`config.mk`:
```
export PLATFORM = sky130hd
export DESIGN_NAME = ethernet_rx_drain
export DESIGN_NICKNAME = d
export VERILOG_FILES = /design/src/rtl/ethernet_rx_drain.sv
export SDC_FILE = /design/constraint.sdc
export NUM_CORES = 1
export LEC_CHECK = 0
export BUFFER_PORTS_ARGS = -buffer_cell sky130_fd_sc_hd__buf_2
export CORE_UTILIZATION = 45
export CTS_CLUSTER_SIZE = 24
export DETAILED_ROUTE_END_ITERATION = 10
export PLACE_DENSITY = 0.67
export SLEW_MARGIN = 10
export SYNTH_ARGS = -nofsm -noshare
export SYNTH_HDL_FRONTEND = slang
export SYNTH_SLANG_ARGS = --single-unit
```
`constraint.sdc`:
```
create_clock -name clk_i -period 5 [get_ports clk_i]
set_input_delay 0.25 -clock clk_i [delete_from_list [all_inputs] [get_ports clk_i]]
set_output_delay 0.25 -clock clk_i [all_outputs]
set_load 0.05 [all_outputs]
```
`src/rtl/ethernet_rx_drain.sv`:
```
// Drains complete packets from a receive buffer into a valid/ready stream.
// Dropped and zero-length packets are released without any buffer reads.
module ethernet_rx_drain #(
  parameter int data_width_p = 32,
  parameter int eth_mtu_p    = 2048,
  localparam int addr_w_lp   = $clog2(eth_mtu_p),
  localparam int size_w_lp   = $clog2(eth_mtu_p + 1),
  localparam int keep_w_lp   = data_width_p / 8
) (
  input  logic                    clk_i,
  input  logic                    reset_n_i,
  input  logic                    enable_i,
  input  logic                    drop_i,
  input  logic                    packet_avail_i,
  input  logic [size_w_lp-1:0]    packet_rsize_i,
  output logic                    packet_rvalid_o,
  output logic [addr_w_lp-1:0]    packet_raddr_o,
  input  logic [data_width_p-1:0] packet_rdata_i,
  output logic                    packet_ack_o,
  // Stream handshake: a word moves on every rising edge where m_v_o and
  // m_ready_i are both high; while m_v_o waits, data/keep/last stay frozen.
  output logic                    m_v_o,
  input  logic                    m_ready_i,
  output logic [data_width_p-1:0] m_data_o,
  output logic [keep_w_lp-1:0]    m_keep_o,
  output logic                    m_last_o,
  output logic                    busy_o,
  output logic [15:0]             drain_count_o,
  output logic [15:0]             drop_count_o,
  output logic [1:0]              state_o       // 0 IDLE, 1 STREAM, 2 FLUSH, 3 ACK
);

  localparam int bsh_lp = $clog2(keep_w_lp);

  typedef enum logic [1:0] {
    IDLE   = 2'd0,
    STREAM = 2'd1,
    FLUSH  = 2'd2,
    ACK    = 2'd3
  } state_e;

  state_e                  r_state;
  state_e                  w_next;
  logic                    r_guard;
  logic                    r_is_drop;
  logic [size_w_lp:0]      r_rem;
  logic [addr_w_lp-1:0]    r_addr;
  logic [keep_w_lp-1:0]    r_last_keep;
  logic                    r_inflight;
  logic                    r_infl_last;
  logic [data_width_p-1:0] r_fifo_data [2];
  logic [keep_w_lp-1:0]    r_fifo_keep [2];
  logic [1:0]              r_fifo_last;
  logic                    r_wr_ptr;
  logic                    r_rd_ptr;
  logic [1:0]              r_cnt;
  logic [15:0]             r_drain_cnt;
  logic [15:0]             r_drop_cnt;

  logic                    w_start;
  logic                    w_skip;
  logic                    w_pop;
  logic [2:0]              w_occ;
  logic                    w_issue;
  logic                    w_issue_last;
  logic [size_w_lp:0]      w_sz_round;
  logic [size_w_lp:0]      w_nwords;
  logic [bsh_lp-1:0]       w_tail;
  logic [keep_w_lp-1:0]    w_keep_calc;

  assign w_start = (r_state == IDLE) & ~r_guard & enable_i & packet_avail_i;
  assign w_skip  = drop_i | (packet_rsize_i == '0);
  assign w_pop   = m_v_o & m_ready_i;

  // Buffered plus in-flight words after this cycle's pop must stay under two,
  // so every returning word is guaranteed a FIFO slot.
  assign w_occ        = {1'b0, r_cnt} + {2'b0, r_inflight} - {2'b0, w_pop};
  assign w_issue      = (r_state == STREAM) & (r_rem != '0) & (w_occ < 3'd2);
  assign w_issue_last = w_issue & (r_rem == (size_w_lp + 1)'(1));

  assign w_sz_round = {1'b0, packet_rsize_i} + (size_w_lp + 1)'(keep_w_lp - 1);
  assign w_nwords   = w_sz_round >> bsh_lp;
  assign w_tail     = packet_rsize_i[bsh_lp-1:0];

  always_comb begin
    w_keep_calc = '0;
    for (int i = 0; i < keep_w_lp; i++) begin
      w_keep_calc[i] = (w_tail == '0) || (i < int'(w_tail));
    end
  end

  always_comb begin
    w_next = r_state;
    case (r_state)
      IDLE:    if (w_start) w_next = w_skip ? ACK : STREAM;
      STREAM:  if (w_issue_last) w_next = FLUSH;
      FLUSH:   if (w_pop && m_last_o) w_next = ACK;
      ACK:     w_next = IDLE;
      default: w_next = IDLE;
    endcase
  end

  always_ff @(posedge clk_i or negedge reset_n_i) begin
    if (!reset_n_i) r_state <= IDLE;
    else            r_state <= w_next;
  end

  always_ff @(posedge clk_i or negedge reset_n_i) begin
    if (!reset_n_i) begin
      r_guard     <= 1'b0;
      r_is_drop   <= 1'b0;
      r_rem       <= '0;
      r_addr      <= '0;
      r_last_keep <= '0;
      r_inflight  <= 1'b0;
      r_infl_last <= 1'b0;
      for (int i = 0; i < 2; i++) begin
        r_fifo_data[i] <= '0;
        r_fifo_keep[i] <= '0;
      end
      r_fifo_last <= '0;
      r_wr_ptr    <= 1'b0;
      r_rd_ptr    <= 1'b0;
      r_cnt       <= '0;
      r_drain_cnt <= '0;
      r_drop_cnt  <= '0;
    end else begin
      // Blocks a restart from an avail level left over from the packet just acked.
      r_guard <= (r_state == ACK);
      if (w_start) begin
        r_is_drop   <= w_skip;
        r_rem       <= w_skip ? '0 : w_nwords;
        r_addr      <= '0;
        r_last_keep <= w_keep_calc;
      end else if (w_issue) begin
        r_rem  <= r_rem - (size_w_lp + 1)'(1);
        r_addr <= r_addr + addr_w_lp'(keep_w_lp);
      end
      r_inflight  <= w_issue;
      r_infl_last <= w_issue_last;
      if (r_inflight) begin
        r_fifo_data[r_wr_ptr] <= packet_rdata_i;
        r_fifo_keep[r_wr_ptr] <= r_infl_last ? r_last_keep : '1;
        r_fifo_last[r_wr_ptr] <= r_infl_last;
        r_wr_ptr              <= ~r_wr_ptr;
      end
      if (w_pop) r_rd_ptr <= ~r_rd_ptr;
      r_cnt <= r_cnt + {1'b0, r_inflight} - {1'b0, w_pop};
      if (w_start && w_skip && (r_drop_cnt != 16'hFFFF))
        r_drop_cnt <= r_drop_cnt + 16'd1;
      if ((r_state == ACK) && !r_is_drop && (r_drain_cnt != 16'hFFFF))
        r_drain_cnt <= r_drain_cnt + 16'd1;
    end
  end

  assign packet_rvalid_o = w_issue;
  assign packet_raddr_o  = w_issue ? r_addr : '0;
  assign packet_ack_o    = (r_state == ACK);
  assign busy_o          = (r_state != IDLE);
  assign m_v_o           = (r_cnt != '0);
  assign m_data_o        = m_v_o ? r_fifo_data[r_rd_ptr] : '0;
  assign m_keep_o        = m_v_o ? r_fifo_keep[r_rd_ptr] : '0;
  assign m_last_o        = m_v_o & r_fifo_last[r_rd_ptr];
  assign drain_count_o   = r_drain_cnt;
  assign drop_count_o    = r_drop_cnt;
  assign state_o         = r_state;

endmodule

```
# ---- Word-level counts from Yosys, hierarchy flattened
# Cells that the tools add are included.
dict set report classes {
  mux 31
  reduce_logical 19
  n_addsub 9
  n_bitwise 14
  eq_ne 9
  order_cmp 10
}
# op n
set op_table {}
lappend op_table {{two-way mux 32 bit} 5}
lappend op_table {{bitwise mux 64 bit} 1}
lappend op_table {{two-way mux 11 bit} 4}
lappend op_table {{adder 16 x 1 -> 16 bit, second input constant} 2}
lappend op_table {{demux 32 bit (select 1 bit)} 1}
lappend op_table {{inequality test 16 bit, second input constant} 2}
lappend op_table {{two-way mux 13 bit} 2}
lappend op_table {{two-way mux 4 bit} 6}
lappend op_table {{adder 12 x 2 -> 13 bit, second input constant} 1}
lappend op_table {{equality test 13 x 1 -> 1 bit, second input constant} 1}
lappend op_table {{nonzero test 13 bit} 1}
lappend op_table {{subtractor 13 x 1 -> 13 bit, second input constant} 1}
lappend op_table {{zero test 12 bit} 1}
lappend op_table {{adder 11 x 3 -> 11 bit, second input constant} 1}
lappend op_table {{bitwise AND 1 bit} 8}
lappend op_table {{bitwise mux 8 bit} 1}
lappend op_table {{two-way mux 2 bit} 4}
lappend op_table {{one-hot mux 2 bit (4 select lines)} 1}
lappend op_table {{logical AND 1 bit} 7}
lappend op_table {{inequality test 2 bit, second input constant} 3}
lappend op_table {{nonzero test 2 bit} 3}
lappend op_table {{demux 4 bit (select 1 bit)} 1}
lappend op_table {{equality test 2 bit, second input constant} 2}
lappend op_table {{>= comparator 2 bit, second input constant} 2}
lappend op_table {{21 further kinds} 31}
dict set report totals {
  inputBits 50
  regBits 144
  word_cells 110
  output_inout_bits 86
}

# ---- Longest topological paths before layout
# Gate-level depths: netlist (run 1).
dict set report logic_depth {
  ltp_word 8
  mapped_depth 12
  mapped_depth_nobuf 11
}

# ---- Worst setup path after synthesis (run 1)
# No wires, ideal clock.
dict set report synth_timing {
  kind {flip-flop to output port}
  startpoint {reg r_cnt[1]}
  endpoint {out packet_raddr_o[10]}
  path_stages_with_launch 12
  path_buffers 1
  t_required_ns 4.750
  t_arrival_ns 3.340
  setup_slack_ns 1.410
  cell_sequence {dfrtp_1 > nor2_1 > nor2b_1 > ha_1 > inv_1 > ha_1 > fa_1 > nor2b_1 > nand2_1 > nor2_1 > clkbuf_1 > and2_1}
}
dict set report synth_via {
  elab_chain_cells 6
  word_cells_on_any_way 7
  cone_classes {add/sub: 2; order compare: 1; mux: 1; bitwise: 2; reduce/logical: 1}
}
# item line
set synth_lines {}
lappend synth_lines {{start: declaration} 56} ;# logic [1:0] r_cnt;
lappend synth_lines {{start signal: assignment} 148} ;# r_cnt <= r_cnt + {1'b0, r_inflight} - {1'b0, w_pop};
lappend synth_lines {{nonzero test 2 bit} 160} ;# assign m_v_o = (r_cnt != '0);
lappend synth_lines {{bitwise AND 1 bit} 73} ;# assign w_pop = m_v_o & m_ready_i;
lappend synth_lines {{net w_pop} 62} ;# logic w_pop;
lappend synth_lines {{subtractor 3 x 1 -> 3 bit} 77} ;# assign w_occ = {1'b0, r_cnt} + {2'b0, r_inflight} - {2'b0, w_pop};
lappend synth_lines {{net w_occ[1]} 63} ;# logic [2:0] w_occ;
lappend synth_lines {{< comparator 3 x 2 -> 1 bit} 78} ;# assign w_issue = (r_state == STREAM) & (r_rem != '0) & (w_occ < 3'd2);
lappend synth_lines {{bitwise AND 1 bit} 78}
lappend synth_lines {{net packet_rvalid_o} 16} ;# output logic packet_rvalid_o,
lappend synth_lines {{two-way mux 11 bit} 157} ;# assign packet_raddr_o = w_issue ? r_addr : '0;
lappend synth_lines {{end: declaration} 17} ;# output logic [addr_w_lp-1:0] packet_raddr_o,
# The timed path passes the listed nets, and every way through them passes these cells.

# ---- Worst setup path after layout (run 1)
dict set report layout_timing {
  startpoint {reg r_cnt[1]}
  endpoint {out packet_raddr_o[5]}
}
dict set report layout_via {
  elab_chain_cells 6
  word_cells_on_any_way 7
  cone_classes {add/sub: 2; order compare: 1; mux: 1; bitwise: 2; reduce/logical: 1}
}
# item line
set layout_lines {}
lappend layout_lines {{nonzero test 2 bit} 160}
lappend layout_lines {{bitwise AND 1 bit} 73}
lappend layout_lines {{net w_pop} 62}
lappend layout_lines {{subtractor 3 x 1 -> 3 bit} 77}
lappend layout_lines {{net w_occ[1]} 63}
lappend layout_lines {{< comparator 3 x 2 -> 1 bit} 78}
lappend layout_lines {{bitwise AND 1 bit} 78}
lappend layout_lines {{two-way mux 11 bit} 157}
# The timed path passes the listed nets, and every way through them passes these cells.

==> results of run 1 <==
## cell families (layout without fill, tap and decap cells)
logic type               Yosys count  after routing  synth area share
XOR/XNOR                          55             55            0.0694
AO/OA/AOI/OAI                     38             38            0.0351
other                              1              2          0.000540
AND/OR/NAND/NOR                  206            206             0.150
multiplexers                     114            114             0.177
buffers and inverters             47            191            0.0277
adder cells (fa/ha/maj)           15             15            0.0281
flip-flops                       142            142             0.512
## registers in the layout (all words and copies together) (netlist names), 2 cells and up
register       cells
r_fifo_last        2
r_cnt              2
drop_count_o      16
r_last_keep        4
r_fifo_keep        8
drain_count_o     16
r_fifo_data       64
r_rem             13
r_addr             9
state_o            2
## cell usage after synthesis (4+ instances only)
master and count:
sky130_fd_sc_hd__nor2_1 68, sky130_fd_sc_hd__buf_1 7, sky130_fd_sc_hd__a21oi_1 9, sky130_fd_sc_hd__o21ai_0 7
sky130_fd_sc_hd__mux2_2 71, sky130_fd_sc_hd__o22ai_1 10, sky130_fd_sc_hd__xnor2_1 38, sky130_fd_sc_hd__and2_1 9
sky130_fd_sc_hd__xor2_1 17, sky130_fd_sc_hd__nand3_1 31, sky130_fd_sc_hd__dfrtp_1 142, sky130_fd_sc_hd__nand2_1 25
sky130_fd_sc_hd__clkbuf_1 17, sky130_fd_sc_hd__and3_1 7, sky130_fd_sc_hd__mux2i_1 42, sky130_fd_sc_hd__nand4_1 16
sky130_fd_sc_hd__nor4_1 12, sky130_fd_sc_hd__inv_1 19, sky130_fd_sc_hd__nor3_1 12, sky130_fd_sc_hd__ha_1 14
sky130_fd_sc_hd__nand2b_1 4, sky130_fd_sc_hd__nor2b_1 8
## where the power goes
| group | internal, W | switching [W] | total [W] |
|---|---|---|---|
| clock | 0.000972 | 0.000467 | 0.00144 |
| combinational | 0.000898 | 0.00185 | 0.00275 |
| sequential | 0.00157 | 0.000281 | 0.00185 |
## critical path: stages (launching register included)
cell and delay, ns:
sky130_fd_sc_hd__dfrtp_1 0.42, sky130_fd_sc_hd__nor2_4 0.06, sky130_fd_sc_hd__nor2b_1 0.20, sky130_fd_sc_hd__ha_1 0.27, sky130_fd_sc_hd__inv_1 0.05, sky130_fd_sc_hd__ha_1 0.15, sky130_fd_sc_hd__fa_1 0.44, sky130_fd_sc_hd__nor2b_1 0.23
sky130_fd_sc_hd__nand2_1 0.31, sky130_fd_sc_hd__nor2_1 0.88, sky130_fd_sc_hd__and2_1 0.23, sky130_fd_sc_hd__buf_2 0.26
## final timing paths
path	slack (ns)	cells after the start	to	startpoint
max	0.84	11	packet_raddr_o[5]	r_cnt[1]
min	0.08	2	r_fifo_data[29]	packet_rdata_i[29]
max reg2reg	1.41	11	r_rem[1]	r_cnt[1]
min reg2reg	0.47	1	r_last_keep[0]	r_last_keep[0]
max in group asynchronous	3.37	3	r_rd_ptr	reset_n_i
min in group asynchronous	0.49	2	r_fifo_data[7]	reset_n_i
## per-stage QoR
stage                     total power, W  instance area [sq um]  setup WS, ns  instances  hold slack (ns)
after floorplan                  0.00401                   6950          1.41        619          -0.0456
after CTS                        0.00611                   8490         0.799        951           0.0581
after global routing             0.00639                   8490         0.515        951           0.0601
after global placement           0.00457                   7800          1.41        918            0.430
after detailed placement         0.00465                   7800          1.27        918            0.446
final                            0.00605                   8490         0.835        951           0.0754
## metal layers
metal / up-vias / track usage / wire length, um
met3: 27 / 0.0446 / 619
met1: 2479 / 0.257 / 6910
li1: 2429 / - / -
met4: 0 / 0.0744 / 322
met2: 135 / 0.302 / 6730
met5: - / 0 / 0
## area by class of cell
cell class	count	area, sq um
fill	1296	6650
clock inverter	11	210
sequential	142	3550
timing repair buffer	140	727
inverter	19	71.3
clock buffer	21	470
multi-input combinational	430	3220
tap	188	235
## repair_timing
item,in CTS,in global routing
buffers inserted,0,0
hold buffers,1,0
endpoints found under the hold margin,1,0
==> PnR_summary.wiki, run 1 <==
{| class="wikitable"
! Metric !! Value
|-
| Critical path class || reg -> out
|-
| Vias in the first global route || 4882
|-
| Maximum resistive drop on vdd || 0.333 mV
|-
| Clock slew at the register clock pins of the worst setup and hold paths || 0.06 ns
|-
| Grt total ovfl || 0
|-
| Half-perimeter wire length after detailed placement || 9830 um
|-
| Pwr/cell area || 712 mW/mm^2
|-
| Maximum clock path buffer count || 2
|-
| Most used flip-flop cell after synthesis || sky130_fd_sc_hd__dfrtp_1
|-
| Proportion of netlist area held by the largest area contributor || 0.512
|-
| Total routing resource utilization after global routing || 0.192
|-
| Number of antenna violations at the first check in global routing || 0
|-
| CTS H-tree lvls || 4
|-
| Vertical extent of the die || 126 um
|-
| Fmax || 240 MHz
|-
| Max-cap violation count || 0
|-
| Max-slew violation count || 0
|-
| # rows || 45
|-
| Most frequent standard cell in the layout excluding fill and tap cells || sky130_fd_sc_hd__dfrtp_1
|-
| Vias per inst || 5.33
|-
| Clk_skew || 0.00355 ns
|-
| Slew at the pin closest to its max-slew limit || 1.05 ns
|-
| Number of distinct standard cells referenced by the synthesized netlist || 48
|-
| CTS tree || done
|-
| Overall die area || 0.0159 sq mm
|-
| Antenna Nets Post-Route || 0
|-
| Unrepaired setup endpoints after global routing || no
|-
| Post_cts resized || 0
|-
| Clock latency of the later-clocked register in the worst-skew pair || 0.42 ns
|-
| Max-slew headroom || 0.300
|-
| Total length of routed wires || 14600 um
|-
| Global-route wire length before repair || 24100 um
|-
| Kind of launch point of the worst setup path || flip-flop
|-
| Number of buffers inserted during clock tree synthesis || 17
|-
| Detailed-routing iteration count for the pre-antenna-repair pass || 5
|-
| TNS Setup || 0 ns
|-
| Pin count of the biggest net entering global routing || 106
|-
| IO buf count || 133
|-
| Worst hold path type || in -> reg
|-
| Finished Core Util || 0.561
|-
| Seq cells post-synth || 142
|-
| Tmin final || 4.16 ns
|-
| Vias || 5070
|-
| Portion of the post-synthesis area used by sequential elements || 0.512
|-
| Synth Instances || 618
|-
| Portion of the clock cycle consumed by the worst path in the final layout || 0.833
|-
| Count of routing violations after the opening detailed-route iteration || 285
|-
| Effective utilization at floorplan || 0.458
|-
| Syn_area_per_cell || 11.2 sq um
|-
| Number of flops mapped to enable cells by yosys || 0
|-
| Antenna diodes || 0
|-
| Share of cells above drive strength 1 || 0.332
|-
| Number of synthesis warnings || 0
|-
| Remaining design rule violation count || 0
|-
| Area contributors post-synth || sky130_fd_sc_hd__dfrtp_1 51%, sky130_fd_sc_hd__mux2_2 12%, sky130_fd_sc_hd__mux2i_1 6.1%
|-
| Cell type with the largest total area after synthesis || sky130_fd_sc_hd__dfrtp_1
|-
| Final setup vio count || 0
|-
| Summed instance area of the synthesized netlist || 0.00694 sq mm
|-
| Horizontal die dimension || 126 um
|-
| Largest fanout of any net on the critical path || 16
|-
| Final weighted congestion in routability-driven placement || 0.872
|-
| CP required || 4.75 ns
|-
| Status || complete, no violations
|-
| Routed WL per cell || 15.3 um
|-
| Number of sinks on the clock net || 142
|-
| Sort of element at the end of the critical path || output pin
|-
| Boundary Pins || 136
|-
| Root buffer cell || sky130_fd_sc_hd__clkbuf_16
|-
| Final hold violations || 0
|-
| Critical Path AT || 3.91 ns
|-
| Std-Cell Core Area || 0.0151 sq mm
|-
| Number of nets in the layout || 815
|-
| Proportion of synthesized flip-flops having asynchronous set or reset || 1.00
|-
| Leading cell types in the layout, fill and taps excluded || 141 x sky130_fd_sc_hd__dfrtp_1, 132 x sky130_fd_sc_hd__buf_2, 71 x sky130_fd_sc_hd__mux2_2
|-
| Leakage Power || 4.09 nW
|-
| Synthesis-to-finish area growth || 22.3%
|}
No activity file was read; power rests on OpenSTA's default activity.
==> inputs of run 2 (changes only) <==
Settings changed: PLACE_DENSITY 0.67 to 0.7.
Clock period 5 ns to 3.7 ns, I/O delays scaled along.
==> PnR_summary.wiki, run 2 (same netlist as run 1, synthesis figures left out) <==
{| class="wikitable"
! Metric !! Value
|-
| Status || complete, no violations
|-
| Total routing resource utilization after global routing || 0.195 (+0.00310)
|-
| Number of sinks on the clock net || 142 (unchanged)
|-
| IO buf count || 133 (unchanged)
|-
| Critical Path Slowest Stage Cell || sky130_fd_sc_hd__fa_1
|-
| Std-Cell Core Area || 0.0151 sq mm (unchanged)
|-
| Vias per inst || 5.41 (+1.6%)
|-
| Overall die area || 0.0159 sq mm (unchanged)
|-
| Kind of launch point of the worst setup path || flip-flop
|-
| Remaining design rule violation count || 0 (unchanged)
|-
| Count of routing violations after the opening detailed-route iteration || 280 (-1.8%)
|-
| Global-route wire length before repair || 24700 um (+2.4%)
|-
| Largest reg by FF count || r_fifo_data
|-
| Boundary Pins || 136 (unchanged)
|-
| # rows || 45 (unchanged)
|-
| Critical Path, Cell by Cell || nor2_4 -> nor2b_1 -> ha_1 -> inv_1 -> ha_1 -> fa_1 -> nor2b_1 -> nand2_2 -> nor2_1 -> buf_4 -> and2_1 -> buf_2
|-
| CTS tree || done
|-
| Critical path class || reg -> out
|-
| Clock latency of the later-clocked register in the worst-skew pair || 0.41 ns (about the same)
|-
| Final setup vio count || 0 (unchanged)
|-
| Met1 WL || 6860 um (-0.71%)
|-
| Maximum clock path buffer count || 2 (unchanged)
|-
| FF/Latch Area || 0.00355 sq mm (unchanged)
|-
| Synthesis-to-finish area growth || 21.6%
|-
| Max-slew headroom || 0.316 (+0.0161)
|-
| Number of nets in the layout || 818 (+0.37%)
|-
| Vias || 5165 (+1.9%)
|-
| Tmin final || 3.51 ns
|-
| Final hold slack || 0.0234 ns (-0.0520 ns)
|-
| TNS Setup || 0 ns (unchanged)
|-
| Final hold violations || 0 (unchanged)
|-
| Grt total ovfl || 0 (unchanged)
|-
| Maximum resistive drop on vdd || 0.509 mV (+53%)
|-
| Finished Core Util || 0.558 (-0.00314)
|-
| Max-slew violation count || 0 (unchanged)
|-
| Max reg flops || 64 (unchanged)
|-
| Fmax || 285 MHz
|-
| Slowest cell delay on critical path || 0.47 ns (-0.41 ns)
|-
| Pwr/cell area || 944 mW/mm^2 (+33%)
|-
| Max-cap violation count || 0 (unchanged)
|-
| Vertical extent of the die || 126 um (unchanged)
|-
| Antenna Nets Post-Route || 0 (unchanged)
|-
| Half-perimeter wire length after detailed placement || 10100 um (+2.7%)
|-
| Effective utilization at floorplan || 0.458 (unchanged)
|-
| Uppermost layer routed || met4
|-
| WL met3 || 802 um (+30%)
|-
| Most frequent standard cell in the layout excluding fill and tap cells || sky130_fd_sc_hd__dfrtp_1
|-
| CTS H-tree lvls || 4 (unchanged)
|-
| Routed WL per cell || 15.5 um (+1.1%)
|-
| Final weighted congestion in routability-driven placement || 0.899 (+3.1%)
|-
| Clk_skew || 0.00665 ns (+0.00310 ns)
|-
| Portion of the clock cycle consumed by the worst path in the final layout || 0.950
|-
| Filler cell count in the final layout || 1309 (+1.0%)
|-
| Critical Path AT || 3.33 ns (-0.58 ns)
|-
| Antenna diodes || 0 (unchanged)
|-
| Slew at the pin closest to its max-slew limit || 1.03 ns (-0.0214 ns)
|-
| Leakage Power || 4.07 nW (-0.45%)
|-
| Horizontal die dimension || 126 um (unchanged)
|-
| Worst hold path type || in -> reg
|-
| Area of the multi-input gates || 0.00323 sq mm (about the same)
|-
| Root buffer cell || sky130_fd_sc_hd__clkbuf_16
|-
| Number of antenna violations at the first check in global routing || 0 (unchanged)
|-
| Wire length on met2 || 6810 um (+1.2%)
|-
| CP required || 3.51 ns (-1.24 ns)
|-
| Unrepaired setup endpoints after global routing || no
|-
| Detailed-routing iteration count for the pre-antenna-repair pass || 5 (unchanged)
|-
| Share of cells above drive strength 1 || 0.334 (+0.00262)
|-
| Vias in the first global route || 4984 (+2.1%)
|-
| Largest fanout of any net on the critical path || 12 (-4)
|-
| Sort of element at the end of the critical path || output pin
|-
| Clock slew at the register clock pins of the worst setup and hold paths || 0.06 ns (about the same)
|-
| Total length of routed wires || 14800 um (+1.4%)
|-
| Number of buffers inserted during clock tree synthesis || 17 (unchanged)
|-
| Leading cell types in the layout, fill and taps excluded || 141 x sky130_fd_sc_hd__dfrtp_1, 132 x sky130_fd_sc_hd__buf_2, 71 x sky130_fd_sc_hd__mux2_2
|-
| Pin count of the biggest net entering global routing || 114 (+7.5%)
|}
-- run 2: changes by cell type in the layout (fill, tap and decap cells not counted), sizes merged --
cell / previous run / this run
dlygate4sd3: 1 / 2
bufinv: 6 / 2
clkbuf: 21 / 23
clkinv: 3 / 5
buf: 139 / 141
-- run 2: per-layer routing --
layer  global-route usage  vias to the layer above
met2                0.299                      189
li1                     -                     2433
met5                    0                        -
met4               0.0765                        0
met1                0.269                     2516
met3               0.0429                       27
-- run 2: per-stage QoR --
| step | area, sq um | instances | total power (W) | worst slack, ns |
|---|---|---|---|---|
| after floorplan | 6950 | 619 | 0.00542 | 0.175 |
| after global placement | 7820 | 920 | 0.00618 | 0.657 |
| after detailed placement | 7820 | 920 | 0.00631 | 0.513 |
| after CTS | 8440 | 954 | 0.00804 | 0.0899 |
| after global routing | 8450 | 954 | 0.00841 | 0.00283 |
| final | 8450 | 954 | 0.00797 | 0.186 |
-- run 2: power breakdown --
group	switching, W	internal [W]	total (W)	leakage, nW
Combinational	0.00252	0.00123	0.00375	1.99
Clock	0.000622	0.00108	0.00170	0.295
Sequential	0.000399	0.00212	0.00252	1.78
Total	0.00354	0.00443	0.00797	4.07
-- run 2: final cells by class --
type / instances / area share
sequential: 142 / 0.421
multi-input combinational: 430 / 0.382
timing repair buffer: 143 / 0.0890
clock buffer: 23 / 0.0590
tap: 188 / 0.0279
clock inverter: 9 / 0.0127
inverter: 19 / 0.00844
-- run 2: worst max-delay path: cells and delay by family, from the launching register on --
kind / cells / cell delay (ns)
buffers and inverters: 3 / 0.49
adder cells (fa/ha/maj): 3 / 0.93
flip-flops: 1 / 0.42
AND/OR/NAND/NOR: 6 / 1.07
-- run 2: final timing paths --
path	startpoint	end	slack (ns)	cells after the start
worst max-delay path	r_cnt[1]	packet_raddr_o[5]	0.19	12
min in group asynchronous	reset_n_i	r_fifo_data[41]	0.50	2
worst min register to register	r_last_keep[0]	r_last_keep[0]	0.47	1
worst max register to register	r_cnt[1]	state_o[1]	0.45	11
worst min-delay path	packet_rdata_i[15]	r_fifo_data[15]	0.02	2
max in group asynchronous	reset_n_i	r_fifo_data[61]	2.21	3
-- run 2: timing repair --
action,in CTS,in global routing
setup buffers,0,0
hold buffers,2,0
endpoints found under the setup margin,0,8
hold endpoints to repair,113,0
resized for setup,0,1
==> inputs of run 3 (changes only) <==
Settings changed: CELL_PAD_IN_SITES_DETAIL_PLACEMENT from default to 0, CELL_PAD_IN_SITES_GLOBAL_PLACEMENT from default to 2, CORE_UTILIZATION 45 to 33, CTS_BUF_LIST from default to sky130_fd_sc_hd__clkbuf_8, GPL_TIMING_DRIVEN from default to 0, PLACE_DENSITY 0.7 to default, PLACE_DENSITY_LB_ADDON from default to 0.1.
==> PnR_summary.wiki, run 3 (same netlist as run 1, synthesis figures left out) <==
{| class="wikitable"
! Metric !! Value
|-
| Std-Cell Core Area || 0.0204 sq mm (+35%)
|-
| Clock latency of the later-clocked register in the worst-skew pair || 0.44 ns (+0.03 ns)
|-
| Fmax || 291 MHz (+2.4%)
|-
| Slew at the pin closest to its max-slew limit || 1.10 ns (+0.0712 ns)
|-
| Count of routing violations after the opening detailed-route iteration || 171 (-39%)
|-
| Total routing resource utilization after global routing || 0.159 (-0.0354)
|-
| Root buffer cell || sky130_fd_sc_hd__clkbuf_8
|-
| Vertical extent of the die || 147 um (+17%)
|-
| Max-slew headroom || 0.267 (-0.0493)
|-
| Critical Path AT || 3.25 ns (-0.08 ns)
|-
| Routed WL per cell || 15.0 um (-3.0%)
|-
| Max-cap violation count || 0 (unchanged)
|-
| Horizontal die dimension || 147 um (+17%)
|-
| Most frequent standard cell in the layout excluding fill and tap cells || sky130_fd_sc_hd__dfrtp_1
|-
| Number of buffers inserted during clock tree synthesis || 17 (unchanged)
|-
| Maximum resistive drop on vdd || 0.297 mV (-42%)
|-
| Antenna diodes || 0 (unchanged)
|-
| CTS tree || done
|-
| Number of antenna violations at the first check in global routing || 0 (unchanged)
|-
| # rows || 52 (+16%)
|-
| Clock slew at the register clock pins of the worst setup and hold paths || 0.08 ns (+0.02 ns)
|-
| Non-Filler Cell Area, Final || 0.00881 sq mm (+4.3%)
|-
| Final setup vio count || 0 (unchanged)
|-
| Maximum clock path buffer count || 2 (unchanged)
|-
| Vias per inst || 4.71 (-13%)
|-
| Grt total ovfl || 0 (unchanged)
|-
| Boundary Pins || 136 (unchanged)
|-
| Final weighted congestion in routability-driven placement || 0.752 (-16%)
|-
| Number of sinks on the clock net || 142 (unchanged)
|-
| Clk_skew || 0.0141 ns (+0.00743 ns)
|-
| Status || complete, no violations
|-
| Leakage Power || 4.16 nW (+2.2%)
|-
| Tmin final || 3.43 ns (-0.0820 ns)
|-
| Total length of routed wires || 16400 um (+11%)
|-
| Vias || 5138 (-0.52%)
|-
| Synthesis-to-finish area growth || 26.9%
|-
| Overall die area || 0.0216 sq mm (+36%)
|-
| Vias in the first global route || 5335 (+7.0%)
|-
| Leading cell types in the layout, fill and taps excluded || 142 x sky130_fd_sc_hd__dfrtp_1, 129 x sky130_fd_sc_hd__buf_2, 71 x sky130_fd_sc_hd__mux2_2
|-
| Pwr/cell area || 875 mW/mm^2 (-7.4%)
|-
| Detailed-routing iteration count for the pre-antenna-repair pass || 4 (-1)
|-
| Portion of the clock cycle consumed by the worst path in the final layout || 0.927 (-0.0222)
|-
| CTS H-tree lvls || 4 (unchanged)
|-
| Total Power Consumption || 0.00770 W (-3.4%)
|-
| Total cell area at the placement stage || 0.00799 sq mm (+2.2%)
|-
| Share of cells above drive strength 1 || 0.307 (-0.0273)
|-
| Max reg flops || 64 (unchanged)
|-
| Global-route wire length before repair || 27300 um (+11%)
|-
| Number of nets in the layout || 873 (+6.7%)
|-
| Effective utilization at floorplan || 0.340 (-0.119)
|-
| Worst hold path type || in -> reg
|-
| Remaining design rule violation count || 0 (unchanged)
|-
| Pin count of the biggest net entering global routing || 86 (-25%)
|-
| Final hold violations || 0 (unchanged)
|-
| Critical path class || reg -> out
|-
| Half-perimeter wire length after detailed placement || 11800 um (+16%)
|-
| Largest reg by FF count || r_fifo_data
|-
| Largest fanout of any net on the critical path || 11 (-1)
|-
| Final hold slack || 0.108 ns (+0.0846 ns)
|-
| IO buf count || 133 (unchanged)
|-
| Kind of launch point of the worst setup path || flip-flop
|-
| CP required || 3.51 ns (about the same)
|-
| Antenna Nets Post-Route || 0 (unchanged)
|-
| Max-slew violation count || 0 (unchanged)
|-
| Sort of element at the end of the critical path || output pin
|}
-- run 3: cell types whose count changed in the layout (fill, tap and decap cells not counted), moves of 3 or more --
cell                            previous run  this run
sky130_fd_sc_hd__buf_4                     8         4
sky130_fd_sc_hd__buf_2                   132       129
sky130_fd_sc_hd__inv_1                    19        22
sky130_fd_sc_hd__clkinv_2                  3         0
sky130_fd_sc_hd__dlygate4sd3_1             2        34
sky130_fd_sc_hd__clkbuf_1                  1        15
sky130_fd_sc_hd__clkbuf_4                  0         5
sky130_fd_sc_hd__clkbuf_8                  5        17
sky130_fd_sc_hd__buf_1                     0         7
sky130_fd_sc_hd__clkbuf_16                17         0
-- run 3: metrics by stage --
stage	utilization	std cells	setup TNS, ns	worst slack (ns)
2_1_floorplan	-	619	0	0.175
3_3_place_gp	0.389	1022	0	0.0339
3_5_place_dp	0.391	1023	0	0.0346
4_1_cts	0.429	1089	0	0.00983
5_1_grt	0.431	1091	-0.0178	-0.00690
6_report	0.431	1091	0	0.268
-- run 3: area by class of cell --
class                           count  area, sq um
Fill cell                        2023        11600
Sequential cell                   142         3550
Multi-Input combinational cell    430         3220
Timing Repair Buffer              170         1070
Tap cell                          270          338
Clock buffer                       17          234
Clock inverter                     15          199
Buffer                             28          126
Inverter                           19         71.3
-- run 3: timing repair --
item,in CTS,in global routing
setup endpoints to repair,9,10
buffers inserted,0,2
pin swaps,0,1
hold endpoints to repair,122,0
hold buffers,34,0
resized for setup,4,8
cloned,0,0
-- run 3: power breakdown --
group	total [W]	switching, W	internal, W
clock network	0.00136	0.000627	0.000734
logic	0.00385	0.00257	0.00128
registers	0.00249	0.000372	0.00212
-- run 3: critical path, stage by stage (launching register included) --
cell,delay (ns)
sky130_fd_sc_hd__dfrtp_1,0.43
sky130_fd_sc_hd__nor2_1,0.19
sky130_fd_sc_hd__nor2b_1,0.10
sky130_fd_sc_hd__ha_1,0.27
sky130_fd_sc_hd__inv_1,0.04
sky130_fd_sc_hd__ha_1,0.18
sky130_fd_sc_hd__fa_1,0.48
sky130_fd_sc_hd__nor2b_2,0.19
sky130_fd_sc_hd__nand2_1,0.16
sky130_fd_sc_hd__nor2_4,0.16
sky130_fd_sc_hd__clkbuf_4,0.24
sky130_fd_sc_hd__and2_1,0.14
sky130_fd_sc_hd__buf_2,0.25
-- run 3: metal layers --
layer,GRT usage,up-vias,share of wire
li1,-,2537,-
met1,0.216,2490,0.48
met2,0.257,98,0.47
met3,0.0320,13,0.037
met4,0.0479,0,0.0096
met5,0,-,0
-- run 3: path summary, 6_finish.rpt --
check,startpoint,endpoint,slack (ns),depth (start not counted)
max reg2reg,r_cnt[1],state_o[1],0.50,11
min,packet_rsize_i[4],r_rem[2],0.11,3
min reg2reg,r_last_keep[0],r_last_keep[0],0.48,1
max in group asynchronous,reset_n_i,r_addr[8],2.66,3
max,r_cnt[1],packet_raddr_o[2],0.27,12
min in group asynchronous,reset_n_i,r_fifo_data[37],0.25,2
